### config.mk
export PLATFORM = sky130hd
export DESIGN_NAME = mem_port_arbiter
export DESIGN_NICKNAME = d
export VERILOG_FILES = /design/src/rtl/mem_port_arbiter.sv
export SDC_FILE = /design/constraint.sdc
export NUM_CORES = 1
export LEC_CHECK = 0
export CAP_MARGIN = 40
export CORE_MARGIN = 2
export CORE_UTILIZATION = 65
export CTS_BUF_LIST = sky130_fd_sc_hd__clkbuf_4
export DETAILED_ROUTE_END_ITERATION = 10
export DONT_BUFFER_PORTS = 1
export PLACE_DENSITY = 0.8
export REMOVE_ABC_BUFFERS = 1
export SKIP_CTS_REPAIR_TIMING = 1
export SYNTH_ARGS = -nofsm -noshare
export SYNTH_HDL_FRONTEND = slang
export SYNTH_SLANG_ARGS = --single-unit
### constraint.sdc
create_clock -name clk -period 7 [get_ports clk]
set_input_delay 1.4 -clock clk [delete_from_list [all_inputs] [get_ports clk]]
set_output_delay 1.4 -clock clk [all_outputs]
set_load 0.02 [all_outputs]
### src/rtl/mem_port_arbiter.sv
`default_nettype none
// ============================================================================
//  Module   : mem_port_arbiter
//  Purpose  : Shares the single unified instruction/data memory between the
//             CPU port and a DMA/loader port. Round-robin arbitration, one
//             transaction in flight, fixed read latency of MEM_LAT cycles.
//  Revision : 1.0 - initial release
// ----------------------------------------------------------------------------
//  Parameters
//    ADDR_W   address width
//    DATA_W   data width
//    MEM_LAT  cycles mem_read is held before mem_rdata is valid (1..15)
//  Ports
//    clk, reset                  clock (rising edge), async active-low reset
//    cpu_req/we/addr/wdata       CPU request (held until cpu_ack)
//    cpu_rdata, cpu_ack          CPU read data (held), one-cycle completion
//    dma_*                       same as cpu_* for the DMA port
//    mem_addr/wdata/read/write   registered memory strobes (0 when idle)
//    mem_rdata                   memory read data
//    busy                        high in every state except IDLE
//  Optional build macro
//    MEM_ARB_PERF_EN  adds saturating 16-bit counters cpu_gnt_cnt,
//                     dma_gnt_cnt and conflict_cnt
// ============================================================================
module mem_port_arbiter #(
    parameter int ADDR_W  = 32,
    parameter int DATA_W  = 32,
    parameter int MEM_LAT = 1
) (
    input  logic              clk,
    input  logic              reset,
    input  logic              cpu_req,
    input  logic              cpu_we,
    input  logic [ADDR_W-1:0] cpu_addr,
    input  logic [DATA_W-1:0] cpu_wdata,
    output logic [DATA_W-1:0] cpu_rdata,
    output logic              cpu_ack,
    input  logic              dma_req,
    input  logic              dma_we,
    input  logic [ADDR_W-1:0] dma_addr,
    input  logic [DATA_W-1:0] dma_wdata,
    output logic [DATA_W-1:0] dma_rdata,
    output logic              dma_ack,
    output logic [ADDR_W-1:0] mem_addr,
    output logic [DATA_W-1:0] mem_wdata,
    output logic              mem_read,
    output logic              mem_write,
    input  logic [DATA_W-1:0] mem_rdata,
`ifdef MEM_ARB_PERF_EN
    output logic [15:0]       cpu_gnt_cnt,
    output logic [15:0]       dma_gnt_cnt,
    output logic [15:0]       conflict_cnt,
`endif
    output logic              busy
);

    localparam logic [1:0] c_ST_IDLE  = 2'd0;
    localparam logic [1:0] c_ST_RD    = 2'd1;
    localparam logic [1:0] c_ST_WR    = 2'd2;
    localparam logic [1:0] c_ST_ACK   = 2'd3;

    localparam logic       c_OWN_CPU  = 1'b0;
    localparam logic       c_OWN_DMA  = 1'b1;

    // 4 bits covers the full legal MEM_LAT range of 1..15.
    localparam logic [3:0] c_CNT_LAST = 4'(MEM_LAT - 1);

    logic [1:0]        r_state;
    logic [1:0]        w_state_nxt;
    logic [3:0]        r_cnt;
    logic [3:0]        w_cnt_nxt;

    logic              r_owner;
    logic              r_we;
    logic [ADDR_W-1:0] r_addr;
    logic [DATA_W-1:0] r_wdata;
    logic              r_last_gnt;

    logic              w_grant;
    logic              w_gnt_dma;
    logic              w_gnt_we;
    logic [ADDR_W-1:0] w_gnt_addr;
    logic [DATA_W-1:0] w_gnt_wdata;
    logic              w_capture;

    logic [ADDR_W-1:0] r_mem_addr;
    logic [DATA_W-1:0] r_mem_wdata;
    logic              r_mem_read;
    logic              r_mem_write;
    logic [DATA_W-1:0] r_cpu_rdata;
    logic [DATA_W-1:0] r_dma_rdata;
    logic              r_cpu_ack;
    logic              r_dma_ack;
    logic              r_busy;

    // ------------------------------------------------------------------
    // Arbitration: a lone requester wins; on a tie the port that was not
    // granted last wins. Only evaluated in IDLE.
    // ------------------------------------------------------------------
    always_comb begin
        w_gnt_dma   = dma_req && (!cpu_req || (r_last_gnt == c_OWN_CPU));
        w_gnt_we    = w_gnt_dma ? dma_we    : cpu_we;
        w_gnt_addr  = w_gnt_dma ? dma_addr  : cpu_addr;
        w_gnt_wdata = w_gnt_dma ? dma_wdata : cpu_wdata;
    end

    // ------------------------------------------------------------------
    // FSM state register
    // ------------------------------------------------------------------
    always_ff @(posedge clk or negedge reset) begin
        if (!reset) begin
            r_state <= c_ST_IDLE;
            r_cnt   <= '0;
        end else begin
            r_state <= w_state_nxt;
            r_cnt   <= w_cnt_nxt;
        end
    end

    // ------------------------------------------------------------------
    // FSM next-state logic
    // ------------------------------------------------------------------
    always_comb begin
        w_state_nxt = r_state;
        w_cnt_nxt   = r_cnt;
        w_grant     = 1'b0;
        w_capture   = 1'b0;
        case (r_state)
            c_ST_IDLE: begin
                if (cpu_req || dma_req) begin
                    w_grant     = 1'b1;
                    w_cnt_nxt   = '0;
                    w_state_nxt = w_gnt_we ? c_ST_WR : c_ST_RD;
                end
            end
            c_ST_RD: begin
                if (r_cnt == c_CNT_LAST) begin
                    w_capture   = 1'b1;
                    w_cnt_nxt   = '0;
                    w_state_nxt = c_ST_ACK;
                end else begin
                    w_cnt_nxt   = r_cnt + 4'd1;
                end
            end
            c_ST_WR:  w_state_nxt = c_ST_ACK;
            c_ST_ACK: w_state_nxt = c_ST_IDLE;
            default:  w_state_nxt = c_ST_IDLE;
        endcase
    end

    // ------------------------------------------------------------------
    // Request latch and registered outputs. Outputs are computed from the
    // next state so they line up with the state they belong to while
    // still coming straight out of flops.
    // ------------------------------------------------------------------
    always_ff @(posedge clk or negedge reset) begin
        if (!reset) begin
            r_owner     <= c_OWN_CPU;
            r_we        <= 1'b0;
            r_addr      <= '0;
            r_wdata     <= '0;
            r_last_gnt  <= c_OWN_DMA;
            r_mem_addr  <= '0;
            r_mem_wdata <= '0;
            r_mem_read  <= 1'b0;
            r_mem_write <= 1'b0;
            r_cpu_rdata <= '0;
            r_dma_rdata <= '0;
            r_cpu_ack   <= 1'b0;
            r_dma_ack   <= 1'b0;
            r_busy      <= 1'b0;
        end else begin
            if (w_grant) begin
                r_owner    <= w_gnt_dma;
                r_we       <= w_gnt_we;
                r_addr     <= w_gnt_addr;
                r_wdata    <= w_gnt_wdata;
                r_last_gnt <= w_gnt_dma;
            end

            r_mem_read  <= (w_state_nxt == c_ST_RD);
            r_mem_write <= (w_state_nxt == c_ST_WR);
            r_busy      <= (w_state_nxt != c_ST_IDLE);

            if ((w_state_nxt == c_ST_RD) || (w_state_nxt == c_ST_WR)) begin
                r_mem_addr <= w_grant ? w_gnt_addr : r_addr;
            end else begin
                r_mem_addr <= '0;
            end

            if (w_state_nxt == c_ST_WR) begin
                r_mem_wdata <= w_grant ? w_gnt_wdata : r_wdata;
            end else begin
                r_mem_wdata <= '0;
            end

            // Owner is already latched by the time ACK is entered.
            r_cpu_ack <= (w_state_nxt == c_ST_ACK) && (r_owner == c_OWN_CPU);
            r_dma_ack <= (w_state_nxt == c_ST_ACK) && (r_owner == c_OWN_DMA);

            // Read data is only sampled at the end of the final RD cycle;
            // earlier mem_rdata activity is ignored.
            if (w_capture) begin
                if (r_owner == c_OWN_DMA) begin
                    r_dma_rdata <= mem_rdata;
                end else begin
                    r_cpu_rdata <= mem_rdata;
                end
            end
        end
    end

    assign mem_addr  = r_mem_addr;
    assign mem_wdata = r_mem_wdata;
    assign mem_read  = r_mem_read;
    assign mem_write = r_mem_write;
    assign cpu_rdata = r_cpu_rdata;
    assign dma_rdata = r_dma_rdata;
    assign cpu_ack   = r_cpu_ack;
    assign dma_ack   = r_dma_ack;
    assign busy      = r_busy;

`ifdef MEM_ARB_PERF_EN
    // ------------------------------------------------------------------
    // Saturating performance counters
    // ------------------------------------------------------------------
    logic [15:0] r_cpu_gnt_cnt;
    logic [15:0] r_dma_gnt_cnt;
    logic [15:0] r_conflict_cnt;
    logic        w_conflict;

    assign w_conflict = (r_state == c_ST_IDLE) && cpu_req && dma_req;

    always_ff @(posedge clk or negedge reset) begin
        if (!reset) begin
            r_cpu_gnt_cnt  <= '0;
            r_dma_gnt_cnt  <= '0;
            r_conflict_cnt <= '0;
        end else begin
            if (w_grant && !w_gnt_dma && (r_cpu_gnt_cnt != 16'hFFFF)) begin
                r_cpu_gnt_cnt <= r_cpu_gnt_cnt + 16'd1;
            end
            if (w_grant && w_gnt_dma && (r_dma_gnt_cnt != 16'hFFFF)) begin
                r_dma_gnt_cnt <= r_dma_gnt_cnt + 16'd1;
            end
            if (w_conflict && (r_conflict_cnt != 16'hFFFF)) begin
                r_conflict_cnt <= r_conflict_cnt + 16'd1;
            end
        end
    end

    assign cpu_gnt_cnt  = r_cpu_gnt_cnt;
    assign dma_gnt_cnt  = r_dma_gnt_cnt;
    assign conflict_cnt = r_conflict_cnt;
`endif

endmodule
`default_nettype wire

After elaboration in Yosys (flattened, before gate mapping)
Cells that the tools add are included.
- register bits: 205
- input bits: 166
- output and inout port bits: 133
- word-level logic and storage cells: 57
- $add $sub $neg: 1
- equality and inequality tests: 7
- multiplexer cells: 18
- bitwise logic cells: 2
- reductions and logical operators: 14
- operators with widths (operator ; number):
    32-bit 2-to-1 mux ; 6
    2-bit equality test (second input constant) ; 4
    4-bit 2-to-1 mux ; 2
    2-bit case mux with 4 select lines ; 1
    4-bit case mux with 2 select lines ; 1
    2-bit 2-to-1 mux ; 3
    2-bit AND reduction ; 3
    1-bit 2-to-1 mux ; 5
    4-bit by 1-bit adder with 4-bit output (second input constant) ; 1
    2-bit by 1-bit equality test with 1-bit output (second input constant) ; 2
    4-bit zero test ; 1
    2-bit nonzero test ; 2
    1-bit logical AND ; 3
    1-bit logical OR ; 3
    2-bit zero test ; 1
    2-bit != test (second input constant) ; 1
    1-bit NOT ; 2
    1-bit zero test ; 1

Depth between registers and ports, before layout
- depth after elaboration: 10
- depth in mapped cells: 10
- mapped depth without buffers: 9

Least setup slack after synthesis
OpenSTA, ideal clock, no wires.
- path kind: input -> register
- from: input dma_req
- to: register r_mem_addr[21], in the netlist mem_addr[21]
- library setup time: 145 ps
- arrival: 3169 ps
- required time: 6855 ps
- slack: 3686 ps
- stages: 8
- path buffers: 2
- cells stage by stage: a21bo_2 > buf_4 > o221ai_1 > o22ai_1 > a21o_1 > ha_1 > clkbuf_1 > nor3_2
- word-level cells in the longest chain between the ends: 8
- RTL lines (what ; line ; source):
    from (decl) ; 38 ; input logic dma_req,
    1-bit logical AND ; 101 ; w_gnt_dma = dma_req && (!cpu_req || (r_last_gnt == c_OWN_CPU));
    1-bit 2-to-1 mux ; 102 ; w_gnt_we = w_gnt_dma ? dma_we : cpu_we;
    2-bit 2-to-1 mux ; 133 ; w_state_nxt = w_gnt_we ? c_ST_WR : c_ST_RD;
    2-bit 2-to-1 mux (*) ; 130 ; if (cpu_req || dma_req) begin
    2-bit case mux with 4 select lines (*) ; 128 ; case (r_state)
    named net w_state_nxt[1] ; 69 ; logic [1:0] w_state_nxt;
    2-bit by 1-bit equality test with 1-bit output or 2-bit equality test (tied branches) ; 185 ; if ((w_state_nxt == c_ST_RD) || (w_state_nxt == c_ST_WR)) begin
    1-bit logical OR (*) ; 185 ;
    32-bit 2-to-1 mux (*) ; 185 ;
    to (signal assigned) ; 186 ; r_mem_addr <= w_grant ? w_gnt_addr : r_addr;
    to (decl) ; 86 ; logic [ADDR_W-1:0] r_mem_addr;
Mark *: on every way through the listed nets, which the timed path passes. The rest lies on a longest branch.
A chain may end at the register's enable or synchronous reset.

Worst setup path in the final report
- from: input dma_req
- to: register r_mem_addr[16], in the netlist mem_addr[16]
The elaborated chain is that of the path after synthesis.

==> metrics.txt <==
run status finished clean; DRC violations left 0; crit path kind primary input to register; Routed WL 18300 microns; Longest Clk Path Bufs 3; sw frac just over 40%; initial drt markers between 300 and 400; Leak between 4 and 5 nW; layout cell share with drive strength beyond 1 between 20% and 30%; Mapped Cells around 730; Final ANT Viol Nets 0; clock-pin slew on the worst setup and hold paths around 0.060 ns; setup slack after layout approximately 4.3 ns; CP startpoint kind primary input; first-pass GRT wire length ~29000 microns; Worst Hold Class primary input to asynchronous set/reset pin; CTS tree done; Fillers 894; Cell Area, Synth 8630 sq um; Fmax between 0.3 and 0.4 GHz; WP data required 7.46 ns; sequential area share after synthesis between 50% and 60%; maximum vdd drop approximately 310 uV; relative slew slack around 49%; dpl ws around 3.7 ns; Setup TNS Final 0 ns; Total GRT Usage about a quarter; ant diodes 0; final hold vios 0; Final Cycle Share 38.8%; DP HPWL ~12000 microns; core area roughly 13000 sq um; vias post-DR around 5600; wire per inst 19.4 microns; Area contributors post-synth dfrtp_1 59%, mux2_4 5.2%, nand2_1 4.4%; Mean Syn Cell Area 11.9 sq um; Switch Pwr 2.04 mW; total power around 5.0 mW; num ports 299; worst skew pair latency between 0.6 and 0.7 ns; Final min period between 2 and 3 ns; Warnings, synthesis 0; post-synth top area cell dfrtp_1; Num CTS Buffers between 40 and 50; initial antenna violation count 0; gr ovfl total 0; critical path fanouts, max 32; Final GP Congestion between 0.8 and 0.9; share of power burned in registers 49.2%; Synth top area share roughly three fifths; Core Rows 42; Setup Skew between 0.03 and 0.04 ns; initial cell density of the core 65.9%; number of synthesized flops with an enable pin 0; number of global-route vias before repair 5652; RSZ-0062 raised after global routing no; flops & latches, synth between 200 and 250; worst slew pin tran around 0.76 ns; Die Wd 119 microns; clk sinks between 200 and 250; # H-tree levels 2; Die H around 120 microns; clk root buf clkbuf_4; Port Buffer Count 0; Slew Viols, Final 0; power density cells 543 nW/um^2; Post-layout nets about 900; Int Power ~2.9 mW; Clock Power Share approximately 18%; P&R area growth vs syn 6.57%; combinational share of power 33.2%; 1st-pass router iterations 4; CP Capture Type register; Main synth FF type dfrtp_1; die area around 14000 sq um; asr flop ratio synth 100%; distinct cell type count after synthesis 45; Via-to-Cell Ratio between 5 and 6; max-cap violation count 0; Final setup viols 0; Arr. time, crit path approximately 3.2 ns; largest net degree at the start of global routing slightly above 200
==> cell type report <==
type	count	area [sq um]	share of cell area (%)
clock buffers	70	526	5.72
clock inverters	5	18.8	0.204
inverters	7	26.3	0.286
multi-input cells	472	3170	34.4
flip-flops and latches	205	5130	55.8
well taps	176	220	2.40
repair buffers	7	105	1.14
==> registers in the layout, summed over array words and instances, names as in the netlist <==
signal / cells
mem_write: 1
mem_read: 1
r_addr: 32
mem_addr: 32
r_cnt: 4
r_wdata: 32
dma_ack: 1
r_last_gnt: 1
r_owner: 1
dma_rdata: 32
cpu_ack: 1
mem_wdata: 32
busy: 1
cpu_rdata: 32
r_state: 2
==> power by group through the flow <==
stage | clock network, mW | registers (mW) | logic, mW
after floorplan | 0 | 2.35 | 1.30
after detailed placement | 0 | 2.47 | 1.66
final | 0.881 | 2.45 | 1.66
after global routing | 0.969 | 2.51 | 1.84
after global placement | 0 | 2.44 | 1.52
after CTS | 0.905 | 2.46 | 1.67
==> worst paths after layout <==
path / from / to / slack, ns / cells after the start
min reg2reg: r_wdata[9] / r_wdata[9] / 0.47 / 2
max in group asynchronous: reset / r_last_gnt / 6.11 / 0
min in group clk: r_wdata[9] / r_wdata[9] / 0.47 / 2
max: dma_req / mem_addr[16] / 4.29 / 7
max reg2reg: r_state[1] / mem_addr[30] / 4.46 / 7
min: reset / cpu_rdata[3] / 0.47 / 0
==> worst max-delay path, cell delays in order <==
cell and delay (ns):
a21bo_4 0.26, o221ai_1 0.30, o22ai_1 0.16, a21o_1 0.23, ha_1 0.28, buf_4 0.38
nor3_1 0.13
==> per-stage QoR <==
stage	cell area [sq um]	std cells	util [%]	hold WS [ns]
floorplan	8320	684	-	0.445
global placement	8570	863	65.5	0.458
detailed placement	8650	867	66.1	0.465
CTS	9190	942	70.3	0.409
global route	9190	942	70.3	0.400
finish	9190	942	70.3	0.471
==> cell families (layout without fill, tap and decap cells) <==
family	Yosys count	count (layout)	share of synthesized area (%)
muxes	96	96	13.4
buffers and inverters	51	89	3.92
and+or+nand+nor	248	248	14.3
AOI/OAI and AO/OA	118	118	7.50
DFF	205	205	59.5
adders and majority gates	10	10	1.45
==> layer usage <==
layer | track usage, % | wire length [microns] | vias up
met5 | 0 | 0 | -
met4 | 8.85 | 395 | 0
met3 | 10.2 | 1850 | 30
met2 | 42.7 | 9300 | 271
met1 | 30.1 | 6720 | 2757
li1 | - | - | 2523
==> cells in the mapped netlist, drive strengths merged (2+ instances only) <==
| cell type | n |
|---|---|
| a22oi | 2 |
| mux2 | 64 |
| a21oi | 35 |
| nand3 | 3 |
| inv | 7 |
| a21boi | 2 |
| o21ai | 66 |
| nor2 | 70 |
| nor3 | 32 |
| clkbuf | 16 |
| mux2i | 32 |
| dfrtp | 204 |
| o22ai | 2 |
| ha | 10 |
| nand2 | 102 |
| nor2b | 2 |
| and3 | 32 |
| buf | 28 |
| o221ai | 2 |
| and2 | 3 |
| a22o | 2 |
==> layout by cell type (no fill, tap or decap), types with 2 or more instances in the layout <==
cell type  instances
o221ai_1           2
buf_4              3
o22ai_1            2
mux2_1             2
mux2_2            32
nand2_1          100
o21ai_0           66
nor3_1            19
ha_1              10
a22o_1             2
nor3_2            13
a22oi_1            2
and3_1            24
a21oi_1           35
inv_1              7
clkinv_1           3
inv_2              2
nor2b_1            2
nand3_1            2
nand2_2            2
buf_12             2
clkbuf_4          70
and3_4             8
nor2_1            69
and2_1             2
dfrtp_1          204
mux2_4            30
mux2i_1           32
Power figures use the tool's default switching activity.
